[src/rtl/alu_seq_gen_pkg.sv]
// Shared op codes and sequencer state encoding for the alu and alu_seq_gen blocks.
// Pure declarations; no latency and no flow control.
package alu_seq_gen_pkg;

  localparam logic [2:0] OP_ADD = 3'b000;
  localparam logic [2:0] OP_SUB = 3'b001;
  localparam logic [2:0] OP_AND = 3'b010;
  localparam logic [2:0] OP_OR  = 3'b011;
  localparam logic [2:0] OP_XOR = 3'b100;

  typedef enum logic [2:0] {
    ST_IDLE   = 3'd0,
    ST_LOAD_B = 3'd1,
    ST_RUN    = 3'd2,
    ST_ERR    = 3'd3,
    ST_DONE   = 3'd4
  } state_t;

endpackage

[src/rtl/alu_seq_gen_alu.sv]
// Combinational ALU: y = a <f> b modulo 2^WIDTH, z flags an unsupported function code.
// Zero latency; no backpressure.
module alu #(
  parameter int WIDTH = 32
) (
  input  logic [WIDTH-1:0] a,
  input  logic [WIDTH-1:0] b,
  input  logic [2:0]       f,
  output logic [WIDTH-1:0] y,
  output logic             z
);
  import alu_seq_gen_pkg::*;

  always_comb begin
    y = '0;
    z = 1'b0;
    case (f)
      OP_ADD:  y = a + b;
      OP_SUB:  y = a - b;
      OP_AND:  y = a & b;
      OP_OR:   y = a | b;
      OP_XOR:  y = a ^ b;
      default: z = 1'b1;
    endcase
  end

endmodule

[src/rtl/alu_seq_gen.sv]
// Seeds two operands, then each step computes y = alu(a, b) and slides the window a <= b, b <= y.
// One-cycle step-to-out_valid latency; seeds are refused (in_ready=0) outside IDLE/LOAD_B.
module alu_seq_gen #(
  parameter int WIDTH   = 32,
  parameter int CNT_W   = 8,
  parameter int N_TERMS = 16
) (
  input  logic             clk,
  input  logic             rst,
  input  logic             in_valid,
  input  logic [WIDTH-1:0] in_data,
  output logic             in_ready,
  input  logic [2:0]       op,
  input  logic             step,
  input  logic             clr,
  output logic             out_valid,
  output logic [WIDTH-1:0] out_data,
  output logic [CNT_W-1:0] count,
  output logic             err,
  output logic             done
);
  import alu_seq_gen_pkg::*;

  state_t             state_q, state_d;
  logic [WIDTH-1:0]   a_q, a_d, b_q, b_d;
  logic [WIDTH-1:0]   out_data_q, out_data_d;
  logic               out_valid_q, out_valid_d;
  logic [CNT_W-1:0]   count_q, count_d;
  logic [WIDTH-1:0]   alu_y;
  logic               alu_z;

  alu #(.WIDTH(WIDTH)) u_alu (
    .a (a_q),
    .b (b_q),
    .f (op),
    .y (alu_y),
    .z (alu_z)
  );

  always_comb begin
    state_d     = state_q;
    a_d         = a_q;
    b_d         = b_q;
    out_data_d  = out_data_q;
    out_valid_d = 1'b0;
    count_d     = count_q;
    if (clr) begin
      state_d    = ST_IDLE;
      a_d        = '0;
      b_d        = '0;
      out_data_d = '0;
      count_d    = '0;
    end else begin
      case (state_q)
        ST_IDLE: if (in_valid) begin
          a_d     = in_data;
          state_d = ST_LOAD_B;
        end
        ST_LOAD_B: if (in_valid) begin
          b_d        = in_data;
          out_data_d = in_data;
          count_d    = '0;
          state_d    = ST_RUN;
        end
        ST_RUN: if (step) begin
          // Illegal op freezes the datapath and parks the FSM until clr/rst.
          if (alu_z) begin
            state_d = ST_ERR;
          end else begin
            a_d         = b_q;
            b_d         = alu_y;
            out_data_d  = alu_y;
            out_valid_d = 1'b1;
            count_d     = count_q + CNT_W'(1);
            if (count_d == CNT_W'(N_TERMS)) state_d = ST_DONE;
          end
        end
        default: ;
      endcase
    end
  end

  always_ff @(posedge clk) begin
    if (rst) begin
      state_q     <= ST_IDLE;
      a_q         <= '0;
      b_q         <= '0;
      out_data_q  <= '0;
      out_valid_q <= 1'b0;
      count_q     <= '0;
    end else begin
      state_q     <= state_d;
      a_q         <= a_d;
      b_q         <= b_d;
      out_data_q  <= out_data_d;
      out_valid_q <= out_valid_d;
      count_q     <= count_d;
    end
  end

  assign in_ready  = (state_q == ST_IDLE) || (state_q == ST_LOAD_B);
  assign err       = (state_q == ST_ERR);
  assign done      = (state_q == ST_DONE);
  assign out_valid = out_valid_q;
  assign out_data  = out_data_q;
  assign count     = count_q;

endmodule

[config.mk]
export PLATFORM = sky130hd
export DESIGN_NAME = alu_seq_gen
export DESIGN_NICKNAME = d
export VERILOG_FILES = /design/src/rtl/alu_seq_gen_pkg.sv /design/src/rtl/alu_seq_gen_alu.sv /design/src/rtl/alu_seq_gen.sv
export SDC_FILE = /design/constraint.sdc
export NUM_CORES = 1
export LEC_CHECK = 0
export ABC_AREA = 0
export CORE_UTILIZATION = 30
export CTS_CLUSTER_SIZE = 8
export DETAILED_ROUTE_END_ITERATION = 16
export DONT_BUFFER_PORTS = 1
export PLACE_DENSITY_LB_ADDON = 0.3
export SLEW_MARGIN = 5
export SYNTH_ARGS = -nofsm -noshare
export SYNTH_HDL_FRONTEND = slang
export SYNTH_SLANG_ARGS = --single-unit
[constraint.sdc]
create_clock -name clk -period 4.82 [get_ports clk]
set_input_delay 0.723 -clock clk [delete_from_list [all_inputs] [get_ports clk]]
set_output_delay 0.723 -clock clk [all_outputs]
set_load 0.05 [all_outputs]
== Word level (Yosys, flattened, before mapping) ==
Cells that the tools add are included.
Operators by class
  $add $sub $neg: 3
  multipliers: 0
  divide/modulo/power cells: 0
  $lt $le $gt $ge: 0
  equality and inequality tests: 14
  shift-type cells: 0
  multiplexer cells: 19
  bitwise logic cells: 5
  reductions and logical operators: 12
Operators with widths (count)
  32-bit two-way mux: 5
  32-bit one-hot mux with 5 select lines: 1
  32-bit one-hot mux with 2 select lines: 2
  32-bit adder: 1
  32-bit bitwise AND: 1
  32-bit OR: 1
  32-bit subtractor: 1
  32-bit XOR: 1
  8-bit two-way mux: 3
  8-bit one-hot mux with 2 select lines: 1
  3-bit two-way mux: 5
  3-bit by 2-bit equality test with 1-bit output (second input constant): 4
  3-bit one-hot mux with 3 select lines: 1
  8-bit by 1-bit adder with 8-bit output (second input constant): 1
  8-bit by 5-bit equality test with 1-bit output (second input constant): 1
  2-bit != test (second input constant): 4
  4-bit AND reduction: 2
  3-bit by 1-bit equality test with 1-bit output (second input constant): 2
  3-bit equality test (second input constant): 2
  3-bit zero test: 2
  5-bit AND reduction: 1
  5-bit OR reduction: 1
  2-bit nonzero test: 2
  4-bit OR reduction: 1
  other kinds (6): 7
Storage, ports and cells
  bits in registers: 76
  latch bits: 0
  RAM bits: 0
  bits in read-only memories: 0
  output and inout port bits: 44
  word-level logic and storage cells: 58
  memories: 0

== Logic depth before layout (Yosys ltp) ==
  word-level depth: 6
  depth in mapped cells: 19

== Cells and area by module ==
A second synthesis with hierarchy kept.
Second synthesis, totals
  cell total of the unflattened synthesis: 1087
  area total of the unflattened synthesis: 8050.2 um^2
By module, submodules not included
  alu: times used 1, cells each 648, area an instance 4425.5 um^2
  alu_seq_gen: times used 1, cells each 439, area an instance 3624.7 um^2

== Worst setup path after synthesis ==
Ideal clock, no wire load.
  path kind: input-to-reg
  start: input port op[0]
  end: register out_data_q[28], in the netlist out_data[28]
  data arrival time: 4.385 ns
  required time: 4.734 ns
  path slack: 0.350 ns
  stages: 16
  cell sequence: clkbuf_1 > clkinv_1 > nor3_1 > clkbuf_1 > nor2_1 > xnor2_1 > ha_1 > o211ai_1 > a2111oi_0 > a21bo_2 > a311oi_1 > o211ai_1 > a31oi_1 > xor2_1 > a21oi_1 > a211oi_1
Between the ends
  cells in the longest elaborated chain, start to end: 5
  elaborated cells on any way between the ends: 12
  those cells by class: 5 x eq/ne; 4 x mux; 3 x reduce/logical
RTL lines
  start, declared: RTL line alu_seq_gen.sv:13  | input logic [2:0] op,
  3-bit equality test (tied with other cells): RTL line alu_seq_gen_alu.sv:17  | case (f)
  32-bit one-hot mux with 5 select lines: RTL line alu_seq_gen_alu.sv:17
  32-bit two-way mux: RTL line alu_seq_gen.sv:67  | if (alu_z) begin
  32-bit two-way mux: RTL line alu_seq_gen.sv:65  | ST_RUN: if (step) begin
  32-bit one-hot mux with 2 select lines: RTL line alu_seq_gen.sv:54  | case (state_q)
  end signal, assigned: RTL line alu_seq_gen.sv:95  | out_data_q <= out_data_d;
  end, declared: RTL line alu_seq_gen.sv:26  | logic [WIDTH-1:0] out_data_q, out_data_d;
Parallel ways exist; a longest one is shown, timed or not. The select of a mux whose other input is x is not followed.
A chain may end at the register's enable or synchronous reset.

==> run metrics <==
count of instances resized after the clock tree is built=0; Synthesized Nets=1144; Critical Path AT=4.63 ns; Routed wire per std cell=18.0 um; clock input transition at the sequential cells of the worst setup and hold paths=about 0.06 ns; predominant post-synthesis flop cell=sky130_fd_sc_hd__dfxtp_1; number of buffers on the longest clock path=2; most used standard cell by instance count after synthesis=sky130_fd_sc_hd__nand2_1; measured slew at the worst slew-check pin=0.846 ns; Clock Latency Late Sink=between 0.3 and 0.4 ns; post-CTS setup-driven buffer insertion count=0; total gr overflow=0; die span in x=158 um; hold depth=2; net count of the finished layout=1136; violation count after the first detailed-route iteration=approximately 540; CORE AREA=roughly 0.024 mm2; Syn Inst Count=1006; number of storage elements in the synthesis netlist=76; static leakage=3.29 nW; EDFF count, synth=0; effective utilization at floorplan=between 30% and 40%; Post-Place Cell Area=roughly 0.0079 mm2; final setup violating endpoints=0; TritonCTS clock tree=done; cts bufs inserted=9; Total Negative Setup Slacks=0 ns; input/output buffers=0; Worst setup startpoint=out_data[7]; maximum capacitance violations=0; post-synthesis to final-layout area growth=10.8%; maximum fanout along the worst path=6; worst hold start=a_q[0]; power density over the cells=260 mW/mm2; IO Count=between 80 and 90; worst relative slew slack=43.5%; Period Utilization, post-route=90.4%; area of the die=between 0.02 and 0.03 mm2; async set-reset flop share out of synthesis=0%; count of final max-slew check failures=0; Final Cell Area=0.00814 mm2; synthesized area per cell=7.30 um2; count of standard-cell rows=56; number of design rule violations left after detail routing=0; via count of the first global-routing pass=6796; top-area cell type share of the netlist area=20.7%; final HPWL from detailed placement=about 17000 um; floorplan die height=approximately 160 um; number of clock sinks=76; H-tree depth reported by CTS=3; top cells by instance count after synthesis=sky130_fd_sc_hd__nand2_1 (130), sky130_fd_sc_hd__nor2_1 (103), sky130_fd_sc_hd__ha_1 (97), sky130_fd_sc_hd__a21oi_1 (86), sky130_fd_sc_hd__dfxtp_1 (76); diode insertion count for antenna repair=0; Syn. warnings=0; Initial DRT Pass Iterations=9; setup repair after global routing missed its margin=false; first-pass GRT wire length=38000 um; Post-CTS Hold Fix Bufs=0; total track usage=about a fifth; Root Buffer=sky130_fd_sc_hd__clkbuf_16; Max Freq=230 MHz; share of cells above drive strength 1=approximately 7%; most area-consuming cells after synthesis=sky130_fd_sc_hd__dfxtp_1 (21%), sky130_fd_sc_hd__ha_1 (17%), sky130_fd_sc_hd__nand2_1 (6.6%); weighted congestion reported at the end of routability-driven placement=0.870; critical register-to-register path startpoint=out_data[7]; vias after detailed routing=7168; maximum VDD drop=0.000150 V; Cell variety after synth=between 60 and 70; netlist area before placement=0.00735 mm2; final routed wirelength across all metal layers=23800 um; smallest hold slack=0.522 ns; routed vias/inst=about 5.4; type of origin of the critical path=register; library cell with the largest summed area after synthesis=sky130_fd_sc_hd__dfxtp_1; kind of capture point of the worst setup path=register; Detail Route Antenna Nets=0; minimum clock period=4.36 ns; worst hold path type=register to register; outcome=finished, final reports clean; final setup skew=slightly below 0.007 ns; number of endpoints with negative hold slack in the final report=0; Seq/Total Area, Yosys=20.7%; category of the critical setup timing path=register to register; setup slack, reg-to-reg=approximately 0.46 ns; maximum number of pins on one net before global-route repair=53; antenna violations before repair=0; number of cells traversed by the worst register-to-register path=15; required arrival time at the worst endpoint=around 5.1 ns
[worst max-delay path, cell delays in order (launching register included)]
cell,delay (ns)
sky130_fd_sc_hd__dfxtp_1,0.32
sky130_fd_sc_hd__nor4_1,0.60
sky130_fd_sc_hd__and4b_1,0.41
sky130_fd_sc_hd__nand2_1,0.22
sky130_fd_sc_hd__o41ai_1,0.39
sky130_fd_sc_hd__xnor2_1,0.11
sky130_fd_sc_hd__ha_1,0.38
sky130_fd_sc_hd__nand2_1,0.09
sky130_fd_sc_hd__o211ai_1,0.21
sky130_fd_sc_hd__a21boi_0,0.15
sky130_fd_sc_hd__a311oi_1,0.54
sky130_fd_sc_hd__o2111ai_1,0.18
sky130_fd_sc_hd__a21oi_1,0.18
sky130_fd_sc_hd__nor2_1,0.07
sky130_fd_sc_hd__mux2_2,0.26
sky130_fd_sc_hd__nor3_1,0.16
[routing by layer]
layer  share of wire (%)  wire (um)  vias up  track usage [%]
li1                    -          -     3589                -
met4                 1.5        364        0             5.36
met5                   0          0        -                0
met1                  47      11200     3393             25.3
met2                  46      11000      165             32.9
met3                 4.9       1150       21             3.18
[where the power goes]
group          switching (mW)  leakage (nW)  internal, mW
combinational           0.451          2.54         0.308
sequential             0.0296         0.617         0.646
clock                   0.289         0.133         0.394
total                   0.770          3.29          1.35
[worst paths after layout]
check                       to
setup / recovery  out_data[30]
setup reg to reg  out_data[30]
hold reg to reg         a_q[0]
hold / removal          a_q[0]
[cell usage in the layout, fill, tap and decap left out, types with 3 or more instances in the layout]
cell type,count
sky130_fd_sc_hd__nand2_1,130
sky130_fd_sc_hd__nor2_1,102
sky130_fd_sc_hd__ha_1,97
sky130_fd_sc_hd__a21oi_1,85
sky130_fd_sc_hd__dfxtp_1,76
sky130_fd_sc_hd__inv_1,72
sky130_fd_sc_hd__o21ai_0,65
sky130_fd_sc_hd__xnor2_1,40
sky130_fd_sc_hd__buf_4,35
sky130_fd_sc_hd__a311oi_1,33
sky130_fd_sc_hd__a31oi_1,22
sky130_fd_sc_hd__a21o_1,20
sky130_fd_sc_hd__a22oi_1,16
sky130_fd_sc_hd__nor3_1,15
sky130_fd_sc_hd__nand3_1,14
sky130_fd_sc_hd__a222oi_1,13
sky130_fd_sc_hd__o211ai_1,12
sky130_fd_sc_hd__and3_1,10
sky130_fd_sc_hd__o21a_1,10
sky130_fd_sc_hd__xor2_1,10
sky130_fd_sc_hd__a211oi_1,9
sky130_fd_sc_hd__clkbuf_16,9
sky130_fd_sc_hd__and2_1,8
sky130_fd_sc_hd__o31ai_1,7
sky130_fd_sc_hd__or3_1,6
sky130_fd_sc_hd__nor3b_1,6
sky130_fd_sc_hd__nor4_1,5
sky130_fd_sc_hd__nand2b_1,5
sky130_fd_sc_hd__or2_2,4
sky130_fd_sc_hd__nor2b_1,4
sky130_fd_sc_hd__nand3b_1,3
sky130_fd_sc_hd__a32oi_1,3
sky130_fd_sc_hd__a2111oi_0,3
sky130_fd_sc_hd__a21boi_0,3
sky130_fd_sc_hd__mux2i_1,3
[sequential cells by signal (all words and copies together), names as in the netlist]
register / flops
a_q: 32
out_data: 32
count: 8
state_q: 3
out_valid: 1
[area by class of cell]
class / instances / area, um2
clock buffer: 9 / 225
clock inverter: 5 / 55.1
fill: 2554 / 15600
inverter: 73 / 274
multi-input combinational: 802 / 5380
sequential: 76 / 1520
tap: 319 / 399
timing repair buffer: 36 / 283
[stage by stage]
stage	cells	setup WS, ns	power (mW)	utilization, %
2_1_floorplan	1006	0.350	1.27	-
3_3_place_gp	1306	0.514	1.44	33.1
3_5_place_dp	1306	0.477	1.44	33.1
4_1_cts	1320	0.472	2.13	34.3
5_1_grt	1320	0.104	2.24	34.3
6_report	1320	0.464	2.12	34.3
[logic make-up (layout without fill, tap and decap cells)]
kind of cell,after synthesis,count (layout),share of synthesized area [%]
XOR/XNOR,51,51,6.18
buffers and inverters,128,123,6.64
AND/OR/NAND/NOR,331,331,20.6
flip-flops,76,76,20.7
multiplexers,4,4,0.562
AO/OA/AOI/OAI,318,318,28.5
adder cells (fa/ha/maj),98,98,16.8
Note: power is estimated with default switching activity, not from simulation.
